==> config.mk <==
export PLATFORM = sky130hd
export DESIGN_NAME = bit_diff_sched_flat
export DESIGN_NICKNAME = d
export VERILOG_FILES = /design/src/rtl/bit_diff_sched_if.sv /design/src/rtl/bit_diff_sched.sv /design/src/flat_wrapper.sv
export SDC_FILE = /design/constraint.sdc
export NUM_CORES = 1
export LEC_CHECK = 0
export BUFFER_PORTS_ARGS = -buffer_cell sky130_fd_sc_hd__buf_4
export CORE_UTILIZATION = 49
export DETAILED_ROUTE_END_ITERATION = 7
export GPL_ROUTABILITY_DRIVEN = 0
export PLACE_DENSITY = 0.86
export SLEW_MARGIN = 40
export SYNTH_ARGS = -nofsm -noshare
export SYNTH_HDL_FRONTEND = slang
export SYNTH_SLANG_ARGS = --single-unit
==> constraint.sdc <==
create_clock -name clk -period 3.5 [get_ports clk]
set_input_delay 0.525 -clock clk [delete_from_list [all_inputs] [get_ports clk]]
set_output_delay 0.525 -clock clk [all_outputs]
set_load 0.03 [all_outputs]
==> src/rtl/bit_diff_sched_if.sv <==
// Interface: bit_diff_sched_if
// Purpose : Client-side handshake bundle for the bit_diff scheduler. Carries
//           the per-requester job requests and the shared response channel.
// Signals : req_valid  [NUM_REQ]        job request per requester
//           req_data   [NUM_REQ*WIDTH]  job data, requester i at [i*WIDTH +: WIDTH]
//           req_ready  [NUM_REQ]        one-hot accept pulse from the scheduler
//           rsp_valid                   response available
//           rsp_ready                   response consumer accept
//           rsp_id     [IDW]            requester index of the response
//           rsp_result [RW]             signed ones-minus-zeros result
//           rsp_err                     watchdog abort flag
// Modports: master = requester/consumer side, slave = scheduler side.
interface bit_diff_sched_if #(
    parameter int NUM_REQ = 4,
    parameter int WIDTH   = 16
);
    localparam int RW  = $clog2(2 * WIDTH + 1);
    localparam int IDW = $clog2(NUM_REQ);

    logic [NUM_REQ-1:0]       req_valid;
    logic [NUM_REQ*WIDTH-1:0] req_data;
    logic [NUM_REQ-1:0]       req_ready;
    logic                     rsp_valid;
    logic                     rsp_ready;
    logic [IDW-1:0]           rsp_id;
    logic signed [RW-1:0]     rsp_result;
    logic                     rsp_err;

    modport master (
        output req_valid, req_data, rsp_ready,
        input  req_ready, rsp_valid, rsp_id, rsp_result, rsp_err
    );

    modport slave (
        input  req_valid, req_data, rsp_ready,
        output req_ready, rsp_valid, rsp_id, rsp_result, rsp_err
    );
endinterface

==> src/rtl/bit_diff_sched.sv <==
// Module : bit_diff_sched
// Purpose: Round-robin scheduler sharing one bit_diff unit among NUM_REQ
//          requesters. One job in flight; the result (ones - zeros) is
//          returned with the requester id, or an error if the unit hangs.
// Ports  : clk        clock, rising edge
//          rst        asynchronous active-low reset
//          bus        bit_diff_sched_if.slave (requests + response channel)
//          bd_go      one-cycle start pulse to the unit
//          bd_data    job data to the unit, held from ISSUE through RESP
//          bd_result  signed unit result
//          bd_done    unit done level
//          busy       high in every state except IDLE
module bit_diff_sched #(
    parameter int NUM_REQ = 4,
    parameter int WIDTH   = 16,
    parameter int TIMEOUT = 255,
    localparam int RW     = $clog2(2 * WIDTH + 1),
    localparam int IDW    = $clog2(NUM_REQ)
) (
    input  logic                 clk,
    input  logic                 rst,
    bit_diff_sched_if.slave      bus,
    output logic                 bd_go,
    output logic [WIDTH-1:0]     bd_data,
    input  logic signed [RW-1:0] bd_result,
    input  logic                 bd_done,
    output logic                 busy
);
    localparam int CW = $clog2(TIMEOUT + 1);

    typedef enum logic [2:0] {
        IDLE,
        ISSUE,
        SETTLE,
        WAIT,
        RESP
    } state_t;

    state_t               state;
    state_t               next_state;
    logic [IDW-1:0]       rr_ptr;
    logic [IDW-1:0]       id_q;
    logic [WIDTH-1:0]     data_q;
    logic signed [RW-1:0] result_q;
    logic                 err_q;
    logic [CW-1:0]        wd_cnt;
    logic                 wd_expired;
    logic                 grant_found;
    logic [IDW-1:0]       grant_id;
    logic [NUM_REQ-1:0]   req_ready_c;
    logic                 rsp_valid_c;
    int                   idx;

    assign wd_expired     = (wd_cnt == CW'(TIMEOUT - 1));
    assign bus.req_ready  = req_ready_c;
    assign bus.rsp_valid  = rsp_valid_c;
    assign bus.rsp_id     = id_q;
    assign bus.rsp_result = result_q;
    assign bus.rsp_err    = err_q;
    assign bd_data        = data_q;
    assign busy           = (state != IDLE);

    // Search from rr_ptr upward with wrap-around; first valid requester wins.
    always_comb begin
        grant_found = 1'b0;
        grant_id    = '0;
        idx         = 0;
        for (int i = 0; i < NUM_REQ; i++) begin
            idx = int'(rr_ptr) + i;
            if (idx >= NUM_REQ) begin
                idx = idx - NUM_REQ;
            end
            if (!grant_found && bus.req_valid[idx]) begin
                grant_found = 1'b1;
                grant_id    = IDW'(idx);
            end
        end
    end

    always_ff @(posedge clk or negedge rst) begin
        if (!rst) begin
            state <= IDLE;
        end else begin
            state <= next_state;
        end
    end

    // req_ready is gated by rst so that a request raised while the
    // scheduler is held in reset is never acknowledged.
    always_comb begin
        next_state  = state;
        req_ready_c = '0;
        rsp_valid_c = 1'b0;
        bd_go       = 1'b0;
        case (state)
            IDLE: begin
                if (grant_found && rst) begin
                    req_ready_c[grant_id] = 1'b1;
                    next_state            = ISSUE;
                end
            end
            ISSUE: begin
                bd_go      = 1'b1;
                next_state = SETTLE;
            end
            // bd_done may still show the previous job here, so it is ignored.
            SETTLE: begin
                next_state = WAIT;
            end
            WAIT: begin
                if (bd_done || wd_expired) begin
                    next_state = RESP;
                end
            end
            RESP: begin
                rsp_valid_c = 1'b1;
                if (bus.rsp_ready) begin
                    next_state = IDLE;
                end
            end
            default: begin
                next_state = IDLE;
            end
        endcase
    end

    // Job latch, round-robin pointer, watchdog and response capture.
    // A real done wins over a watchdog expiry in the same cycle.
    always_ff @(posedge clk or negedge rst) begin
        if (!rst) begin
            rr_ptr   <= '0;
            id_q     <= '0;
            data_q   <= '0;
            result_q <= '0;
            err_q    <= 1'b0;
            wd_cnt   <= '0;
        end else begin
            case (state)
                IDLE: begin
                    if (grant_found) begin
                        data_q   <= bus.req_data[int'(grant_id)*WIDTH +: WIDTH];
                        id_q     <= grant_id;
                        rr_ptr   <= (int'(grant_id) == NUM_REQ - 1) ? '0 : grant_id + 1'b1;
                        result_q <= '0;
                        err_q    <= 1'b0;
                    end
                end
                SETTLE: begin
                    wd_cnt <= '0;
                end
                WAIT: begin
                    if (bd_done) begin
                        result_q <= bd_result;
                        err_q    <= 1'b0;
                    end else if (wd_expired) begin
                        result_q <= '0;
                        err_q    <= 1'b1;
                    end else begin
                        wd_cnt <= wd_cnt + CW'(1);
                    end
                end
                default: begin
                end
            endcase
        end
    end
endmodule
==> src/flat_wrapper.sv <==
// flat-port wrapper written by rule: the top's interface ports become plain ports
module bit_diff_sched_flat 
#(
    parameter int NUM_REQ = 4,
    parameter int WIDTH   = 16,
    parameter int TIMEOUT = 255,
    localparam int RW     = $clog2(2 * WIDTH + 1),
    localparam int IDW    = $clog2(NUM_REQ)
)
  (clk, rst, bd_go, bd_data, bd_result, bd_done, busy, bus_req_valid, bus_req_data, bus_rsp_ready, bus_req_ready, bus_rsp_valid, bus_rsp_id, bus_rsp_result, bus_rsp_err);
  bit_diff_sched_if #(.NUM_REQ(NUM_REQ), .WIDTH(WIDTH)) bus_i ();
  input  logic clk;
  input  logic rst;
  output logic bd_go;
  output logic [WIDTH-1:0] bd_data;
  input  logic signed [RW-1:0] bd_result;
  input  logic bd_done;
  output logic busy;
  input wire logic [$bits(bus_i.req_valid)-1:0] bus_req_valid;
  input wire logic [$bits(bus_i.req_data)-1:0] bus_req_data;
  input wire logic [$bits(bus_i.rsp_ready)-1:0] bus_rsp_ready;
  output wire logic [$bits(bus_i.req_ready)-1:0] bus_req_ready;
  output wire logic [$bits(bus_i.rsp_valid)-1:0] bus_rsp_valid;
  output wire logic [$bits(bus_i.rsp_id)-1:0] bus_rsp_id;
  output wire logic [$bits(bus_i.rsp_result)-1:0] bus_rsp_result;
  output wire logic [$bits(bus_i.rsp_err)-1:0] bus_rsp_err;
  assign bus_i.req_valid = bus_req_valid;
  assign bus_i.req_data = bus_req_data;
  assign bus_i.rsp_ready = bus_rsp_ready;
  assign bus_req_ready = bus_i.req_ready;
  assign bus_rsp_valid = bus_i.rsp_valid;
  assign bus_rsp_id = bus_i.rsp_id;
  assign bus_rsp_result = bus_i.rsp_result;
  assign bus_rsp_err = bus_i.rsp_err;
  bit_diff_sched #(.NUM_REQ(NUM_REQ), .WIDTH(WIDTH), .TIMEOUT(TIMEOUT)) u_core (.clk(clk), .rst(rst), .bus(bus_i), .bd_go(bd_go), .bd_data(bd_data), .bd_result(bd_result), .bd_done(bd_done), .busy(busy));
endmodule
==> impl_table.tex, run 1 <==
\begin{tabular}{lr}
\hline
Metric & Value \\
\hline
\multicolumn{2}{l}{\textbf{Placement}} \\
\quad Cell area after placement & 2950 um\^{}2 \\
\quad Number of buffers added on ports & 109 \\
\quad Number of cells in the design after placement & 366 \\
\quad Dpl ws & 1100 ps \\
\quad HPWL Detailed & 4380 um \\
\multicolumn{2}{l}{\textbf{Clock tree}} \\
\quad Clock-pin slew of the registers on the worst-case setup and hold paths & 80 ps \\
\quad H-tree levels & 2 \\
\quad Clock root cell & sky130\_fd\_sc\_hd\_\_clkbuf\_8 \\
\quad Clock tree from TritonCTS & done \\
\quad Post-cts repair resize count & 0 \\
\quad CTS Buffer Depth & 2 \\
\quad Clock sinks & 38 \\
\quad Insertion delay to the later sink of the worst-skew pair & 290 ps \\
\quad Hold-fix buffer count after cts & 0 \\
\quad Number of buffers added by the clock tree synthesis step & 5 \\
\quad Buffers inserted during post-CTS setup optimization & 0 \\
\multicolumn{2}{l}{\textbf{Timing}} \\
\quad Crit path setup slack, layout & 1000 ps \\
\quad Measured slew at the worst slew-check pin & 661 ps \\
\quad Final Max Tran Viols & 0 \\
\quad Setup Total Neg Slack & 0 ps \\
\quad Fraction of the cycle the final worst path needs & 0.714 \\
\quad Final Hold Vio Count & 0 \\
\quad Final-report setup violation count & 0 \\
\quad Post-route clock skew & 7.18 ps \\
\quad Achievable frequency & 400 MHz \\
\quad Hold\_ws & 195 ps \\
\quad RSZ-0062 raised after global routing & false \\
\quad Shortest clock period the worst path allows after layout & 2500 ps \\
\quad Normalized max-slew margin & 0.559 \\
\multicolumn{2}{l}{\textbf{Worst setup path}} \\
\quad Classification of the worst setup path & register to output pin \\
\quad Critical-path maximum fanout & 7 \\
\quad Kind of start point of the critical path & register \\
\quad Data arrival time at the worst-slack endpoint & 1970 ps \\
\quad CP required & 2970 ps \\
\quad CP Capture Type & output pin \\
\multicolumn{2}{l}{\textbf{Die}} \\
\quad Overall die area & 4520 um\^{}2 \\
\quad Core box area & 4060 um\^{}2 \\
\quad Die Width & 67.3 um \\
\quad Num rows & 23 \\
\quad Chip Height & 67.3 um \\
\quad Effective utilization at floorplan & 0.514 \\
\quad Boundary Pins & 110 \\
\multicolumn{2}{l}{\textbf{Pwr}} \\
\quad Power density normalized to cell area & 781 nW/um\^{}2 \\
\quad LEAKAGE & 1.53 nW \\
\quad Worst vdd ir & 0.399 mV \\
\quad Post-layout power & 2.39 mW \\
\multicolumn{2}{l}{\textbf{Synth}} \\
\quad Syn Std Cell Area & 2090 um\^{}2 \\
\quad Syn\_nets & 294 \\
\quad Count of flip-flops with a built-in enable after synthesis & 0 \\
\quad Most instantiated library cell after synthesis & sky130\_fd\_sc\_hd\_\_dfrtp\_1 \\
\quad Synth warnings & 0 \\
\quad Leading post-synthesis cells by instance count & sky130\_fd\_sc\_hd\_\_dfrtp\_1, sky130\_fd\_sc\_hd\_\_nand2\_1, sky130\_fd\_sc\_hd\_\_mux2i\_1, sky130\_fd\_sc\_hd\_\_o211ai\_1, sky130\_fd\_sc\_hd\_\_a22oi\_1 \\
\quad Synth Register Bits & 38 \\
\quad Flip-flop cell with the highest count after synthesis & sky130\_fd\_sc\_hd\_\_dfrtp\_1 \\
\quad Share of synthesized area occupied by flip-flops and latches & 0.456 \\
\quad Distinct cells, synth & 37 \\
\quad Area leader, netlist & sky130\_fd\_sc\_hd\_\_dfrtp\_1 \\
\quad Share of Yosys cell area claimed by the top area cell type & 0.456 \\
\quad Cell count after synthesis & 213 \\
\quad Share of flip-flops with an asynchronous set or reset after synthesis & 1.00 \\
\quad Mean area per synthesized cell & 9.80 um\^{}2 \\
\quad Cells taking the most area after synthesis & sky130\_fd\_sc\_hd\_\_dfrtp\_1, sky130\_fd\_sc\_hd\_\_mux2i\_1, sky130\_fd\_sc\_hd\_\_nand2\_1, sky130\_fd\_sc\_hd\_\_o211ai\_1, sky130\_fd\_sc\_hd\_\_a22oi\_1 \\
\multicolumn{2}{l}{\textbf{Cells and area}} \\
\quad Post-layout instance area & 3060 um\^{}2 \\
\quad Layout filler cell count & 286 \\
\quad Core Util, Final & 0.755 \\
\quad Final standard cell count with taps included and fillers excluded & 374 \\
\quad Final net count & 404 \\
\quad Area of combinational cells with multiple inputs & 1060 um\^{}2 \\
\quad Sequential cell area in the final layout & 951 um\^{}2 \\
\quad Antenna diode instance count & 0 \\
\quad Area delta synth->final & 46.7\% \\
\quad Fraction of layout cells with a size suffix above 1 & 0.395 \\
\multicolumn{2}{l}{\textbf{Worst hold path}} \\
\quad Hold Crit Class & input pin to asynchronous set/reset pin \\
\multicolumn{2}{l}{\textbf{Drt}} \\
\quad Total via count after detailed routing & 2134 \\
\quad DRC & 0 \\
\quad Drt total wl & 5840 um \\
\quad Routed WL per cell & 15.6 um \\
\quad Initial detailed-routing violation count & 115 \\
\quad TritonRoute pass-1 iters & 4 \\
\quad Antenna viol nets, final & 0 \\
\quad Avg Vias per Cell & 5.71 \\
\multicolumn{2}{l}{\textbf{GRT}} \\
\quad First-pass GRT wire length & 8960 um \\
\quad Antenna violations before repair & 0 \\
\quad Overflow after GRT & 0 \\
\quad Largest net degree at the start of global routing & 42 \\
\quad Vias in the first global route & 1982 \\
\quad GRT Total Usage & 0.271 \\
\multicolumn{2}{l}{\textbf{Flow run}} \\
\quad Maximum capacitance violations & 0 \\
\multicolumn{2}{l}{\textbf{Status}} \\
\quad Run status & complete, no violations \\
\hline
\end{tabular}
## worst paths after layout
kind	cells after the start	slack [ps]	startpoint	end
worst max-delay path	5	1000	u_core.state[2]$_DFFE_PN0P_	bus_req_ready[2]
worst min-delay path	1	200	rst	u_core.wd_cnt[6]$_DFFE_PN0P_
worst max register to register	5	1270	u_core.state[2]$_DFFE_PN0P_	u_core.bd_data[15]$_DFFE_PN0P_
worst min register to register	2	480	u_core.bus.rsp_id[1]$_DFFE_PN0P_	u_core.bus.rsp_id[1]$_DFFE_PN0P_
max in group asynchronous	1	2960	rst	u_core.bd_data[7]$_DFFE_PN0P_
min in group clk	2	450	bd_result[4]	u_core.bus.rsp_result[4]$_DFFE_PN0P_
## per-layer routing
layer | global-route usage | vias up | routed length, um | share of wire
met2 | 0.450 | 70 | 3110 | 0.53
met1 | 0.332 | 1035 | 2250 | 0.39
li1 | - | 1012 | - | -
met5 | 0 | - | 0 | 0
met3 | 0.0659 | 17 | 313 | 0.054
met4 | 0.117 | 0 | 161 | 0.028
## critical path, stage by stage, from the launching register on
cell and delay (ps):
sky130_fd_sc_hd__dfrtp_1 460, sky130_fd_sc_hd__nor3_1 440, sky130_fd_sc_hd__and2_4 260, sky130_fd_sc_hd__nand2_1 80, sky130_fd_sc_hd__nor3b_1 230, sky130_fd_sc_hd__buf_4 200
## layout make-up
cell class	count	share of cell area
clock buffer	5	0.0225
multi-input combinational	158	0.347
sequential	38	0.311
inverter	8	0.00981
tap	50	0.0204
clock inverter	3	0.0147
timing repair buffer	112	0.275
## cells by family (layout without fill, tap and decap cells)
family,Yosys count,after routing,share of synthesized area
buf+inv,17,128,0.0402
mux,16,16,0.0767
xor+xnor,3,3,0.0126
fa+ha+maj,3,3,0.0180
simple gates,71,71,0.173
flops,38,38,0.456
compound gates,65,65,0.224
## where the power goes
group | switching [mW] | internal (mW)
clock | 0.159 | 0.212
sequential | 0.127 | 0.608
combinational | 0.771 | 0.514
## placed cells by master (no fill, tap or decap), types with 3 or more instances in the layout
cell	netlist	final
sky130_fd_sc_hd__a21oi_1	6	6
sky130_fd_sc_hd__a22o_1	6	6
sky130_fd_sc_hd__a22oi_1	14	14
sky130_fd_sc_hd__and3_1	4	4
sky130_fd_sc_hd__buf_4	0	112
sky130_fd_sc_hd__clkbuf_8	0	5
sky130_fd_sc_hd__dfrtp_1	38	38
sky130_fd_sc_hd__ha_1	3	3
sky130_fd_sc_hd__inv_1	8	8
sky130_fd_sc_hd__mux2i_1	16	16
sky130_fd_sc_hd__nand2_1	32	32
sky130_fd_sc_hd__nand3_1	5	5
sky130_fd_sc_hd__nor2_1	7	7
sky130_fd_sc_hd__nor2b_1	3	3
sky130_fd_sc_hd__nor3_1	4	4
sky130_fd_sc_hd__nor3b_1	5	4
sky130_fd_sc_hd__o211ai_1	16	16
sky130_fd_sc_hd__o21ai_0	12	12
sky130_fd_sc_hd__or3_1	4	4
## state kept, by name, indices dropped and copies added (netlist names)
register               flops
u_core.state               3
u_core.rr_ptr              2
u_core.bus.rsp_err         1
u_core.bus.rsp_id          2
u_core.bus.rsp_result      6
u_core.wd_cnt              8
u_core.bd_data            16
Power figures use the tool's default switching activity.
==> run 2, diff against run 1 <==
--- a/config.mk
+++ b/config.mk
@@ -6,10 +6,10 @@
 export NUM_CORES = 1
 export LEC_CHECK = 0
 export BUFFER_PORTS_ARGS = -buffer_cell sky130_fd_sc_hd__buf_4
-export CORE_UTILIZATION = 49
+export CORE_UTILIZATION = 45
 export DETAILED_ROUTE_END_ITERATION = 7
 export GPL_ROUTABILITY_DRIVEN = 0
-export PLACE_DENSITY = 0.86
+export PLACE_DENSITY = 0.8
 export SLEW_MARGIN = 40
 export SYNTH_ARGS = -nofsm -noshare
 export SYNTH_HDL_FRONTEND = slang
==> constraint.sdc (replaced) <==
create_clock -name clk -period 2.33 [get_ports clk]
set_input_delay 0.3495 -clock clk [delete_from_list [all_inputs] [get_ports clk]]
set_output_delay 0.3495 -clock clk [all_outputs]
set_load 0.03 [all_outputs]
==> impl_table.tex, run 2 (synthesized netlist as in run 1, its figures left out) <==
\begin{tabular}{lr}
\hline
Metric & Value \\
\hline
\multicolumn{2}{l}{\textbf{Cells and area}} \\
\quad Number of flip-flops under the largest register name & 16 \\
\quad Area delta synth->final & 49.5\% \\
\quad Final standard cell count with taps included and fillers excluded & 382 \\
\quad Most frequent standard cell in the layout excluding fill and tap cells & sky130\_fd\_sc\_hd\_\_buf\_4 \\
\quad Layout filler cell count & 364 \\
\quad Antenna diode instance count & 0 \\
\quad Final net count & 410 \\
\quad Fraction of layout cells with a size suffix above 1 & 0.412 \\
\quad Top library cells by usage in the layout, fill and taps aside & sky130\_fd\_sc\_hd\_\_buf\_4, sky130\_fd\_sc\_hd\_\_dfrtp\_1, sky130\_fd\_sc\_hd\_\_nand2\_1 \\
\multicolumn{2}{l}{\textbf{Drt}} \\
\quad Drt total wl & 5790 um \\
\quad Avg Vias per Cell & 5.54 \\
\quad Initial detailed-routing violation count & 118 \\
\quad Antenna viol nets, final & 0 \\
\quad DRC & 0 \\
\quad TritonRoute pass-1 iters & 4 \\
\quad Total via count after detailed routing & 2118 \\
\quad Routed WL per cell & 15.2 um \\
\multicolumn{2}{l}{\textbf{Die}} \\
\quad Overall die area & 4910 um\^{}2 \\
\quad Num rows & 24 \\
\quad Effective utilization at floorplan & 0.473 \\
\quad Die Width & 70.1 um \\
\quad Core box area & 4410 um\^{}2 \\
\quad Chip Height & 70.1 um \\
\quad Boundary Pins & 110 \\
\multicolumn{2}{l}{\textbf{Pwr}} \\
\quad Power density normalized to cell area & 1170 nW/um\^{}2 \\
\quad Fraction of power consumed by combinational cells & 0.539 \\
\quad Switching part of the total power & 0.440 \\
\quad Clock share of power & 0.156 \\
\quad Net switching power figure & 1.61 mW \\
\quad Cell internal power dissipation & 2.04 mW \\
\quad Proportion of power drawn by flip-flops and latches & 0.304 \\
\quad Post-layout power & 3.65 mW \\
\quad Worst vdd ir & 0.539 mV \\
\quad LEAKAGE & 1.56 nW \\
\multicolumn{2}{l}{\textbf{Clock tree}} \\
\quad Insertion delay to the later sink of the worst-skew pair & 300 ps \\
\quad Clock tree from TritonCTS & done \\
\quad Clock-pin slew of the registers on the worst-case setup and hold paths & 80 ps \\
\quad Number of buffers added by the clock tree synthesis step & 5 \\
\quad CTS Buffer Depth & 2 \\
\quad Clock sinks & 38 \\
\quad Clock root cell & sky130\_fd\_sc\_hd\_\_clkbuf\_8 \\
\quad H-tree levels & 2 \\
\quad Buffers inserted during post-CTS setup optimization & 0 \\
\multicolumn{2}{l}{\textbf{Worst setup path}} \\
\quad Kind of start point of the critical path & register \\
\quad Critical-path maximum fanout & 5 \\
\quad CP required & 1980 ps \\
\quad CP Capture Type & output pin \\
\quad Last element of the critical path & bus\_req\_ready[3] \\
\quad Worst reg-to-reg path cell count & 5 \\
\quad Register-to-register setup slack & 330 ps \\
\quad Data arrival time at the worst-slack endpoint & 1830 ps \\
\quad Classification of the worst setup path & register to output pin \\
\quad Worst reg2reg path startpoint & u\_core.state[2]\$\_DFFE\_PN0P\_ \\
\quad Worst Setup SP & u\_core.rr\_ptr[0]\$\_DFFE\_PN0P\_ \\
\quad Reg-to-reg critical path endpoint & u\_core.bd\_data[7]\$\_DFFE\_PN0P\_ \\
\multicolumn{2}{l}{\textbf{Timing}} \\
\quad RSZ-0062 raised after global routing & false \\
\quad Post-route clock skew & 7.98 ps \\
\quad Crit path setup slack, layout & 153 ps \\
\quad Fraction of the cycle the final worst path needs & 0.934 \\
\quad Setup Total Neg Slack & 0 ps \\
\quad Measured slew at the worst slew-check pin & 674 ps \\
\quad Shortest clock period the worst path allows after layout & 2180 ps \\
\quad Final Max Tran Viols & 0 \\
\quad Normalized max-slew margin & 0.550 \\
\quad Final-report setup violation count & 0 \\
\quad Hold\_ws & 267 ps \\
\quad Final Hold Vio Count & 0 \\
\quad Achievable frequency & 459 MHz \\
\multicolumn{2}{l}{\textbf{GRT}} \\
\quad GRT Total Usage & 0.247 \\
\quad Antenna violations before repair & 0 \\
\quad Vias in the first global route & 1999 \\
\quad First-pass GRT wire length & 9540 um \\
\quad Overflow after GRT & 0 \\
\quad Largest net degree at the start of global routing & 35 \\
\multicolumn{2}{l}{\textbf{Placement}} \\
\quad Dpl ws & 148 ps \\
\quad Number of buffers added on ports & 109 \\
\quad HPWL Detailed & 4290 um \\
\quad Number of cells in the design after placement & 373 \\
\multicolumn{2}{l}{\textbf{Status}} \\
\quad Run status & complete, no violations \\
\multicolumn{2}{l}{\textbf{Flow run}} \\
\quad Maximum capacitance violations & 0 \\
\multicolumn{2}{l}{\textbf{Worst hold path}} \\
\quad Hold Crit Class & input pin to register \\
\hline
\end{tabular}
[run 2: final cells by class]
| class | count | area [um^2] | share of cell area |
|---|---|---|---|
| well taps | 52 | 65.1 | 0.0209 |
| flip-flops and latches | 38 | 952 | 0.305 |
| clock inverters | 3 | 45.0 | 0.0144 |
| multi-input cells | 158 | 1070 | 0.343 |
| repair buffers | 118 | 888 | 0.285 |
| clock buffers | 5 | 68.8 | 0.0221 |
| inverters | 8 | 30.0 | 0.00962 |
[run 2: power by group through the flow]
stage	Combinational, mW	Clock [mW]	Sequential [mW]
6_report	1.97	0.571	1.11
2_1_floorplan	0.906	0	1.45
3_3_place_gp	1.95	0	1.10
3_5_place_dp	1.98	0	1.11
5_1_grt	2.11	0.614	1.14
4_1_cts	1.99	0.582	1.10
[run 2: how the worst min path moves through the flow]
| stage | start | endpoint | cells after the start |
|---|---|---|---|
| 4_1_cts | bd_result[2] | u_core.bus.rsp_result[2]$_DFFE_PN0P_ | 2 |
| 5_1_grt | bd_result[2] | u_core.bus.rsp_result[2]$_DFFE_PN0P_ | 2 |
| 3_3_place_gp | rst | u_core.rr_ptr[1]$_DFFE_PN0P_ | 1 |
| 6_report | bd_result[2] | u_core.bus.rsp_result[2]$_DFFE_PN0P_ | 2 |
| 2_1_floorplan | rst | u_core.bd_data[0]$_DFFE_PN0P_ | 0 |
| 3_5_place_dp | rst | u_core.rr_ptr[1]$_DFFE_PN0P_ | 1 |
[run 2: critical path, cell delays in order, from the launching register on]
cell	delay [ps]
sky130_fd_sc_hd__dfrtp_1	410
sky130_fd_sc_hd__nor2b_2	80
sky130_fd_sc_hd__a211oi_1	280
sky130_fd_sc_hd__o22ai_2	120
sky130_fd_sc_hd__inv_1	150
sky130_fd_sc_hd__ha_1	160
sky130_fd_sc_hd__and3_1	150
sky130_fd_sc_hd__buf_4	160
[run 2: timing repair]
action / 4_1_cts / 5_1_grt
hold buffers: 1 / 0
setup endpoints to repair: 0 / 1
gates resized for setup: 0 / 2
endpoints found under the hold margin: 5 / 0
[run 2: metal layers]
layer	global-route usage	wire [um]	vias up	part of all wire
li1	-	-	1024	-
met1	0.312	2380	1014	0.41
met2	0.407	3030	67	0.52
met3	0.0577	263	13	0.045
met4	0.0978	110	0	0.019
met5	0	0	-	0
[run 2: stage by stage]
stage               utilization  instance area [um^2]
floorplan                     -                  2100
CTS                       0.706                  3120
finish                    0.707                  3120
global route              0.707                  3120
global placement          0.678                  2990
detailed placement        0.678                  2990
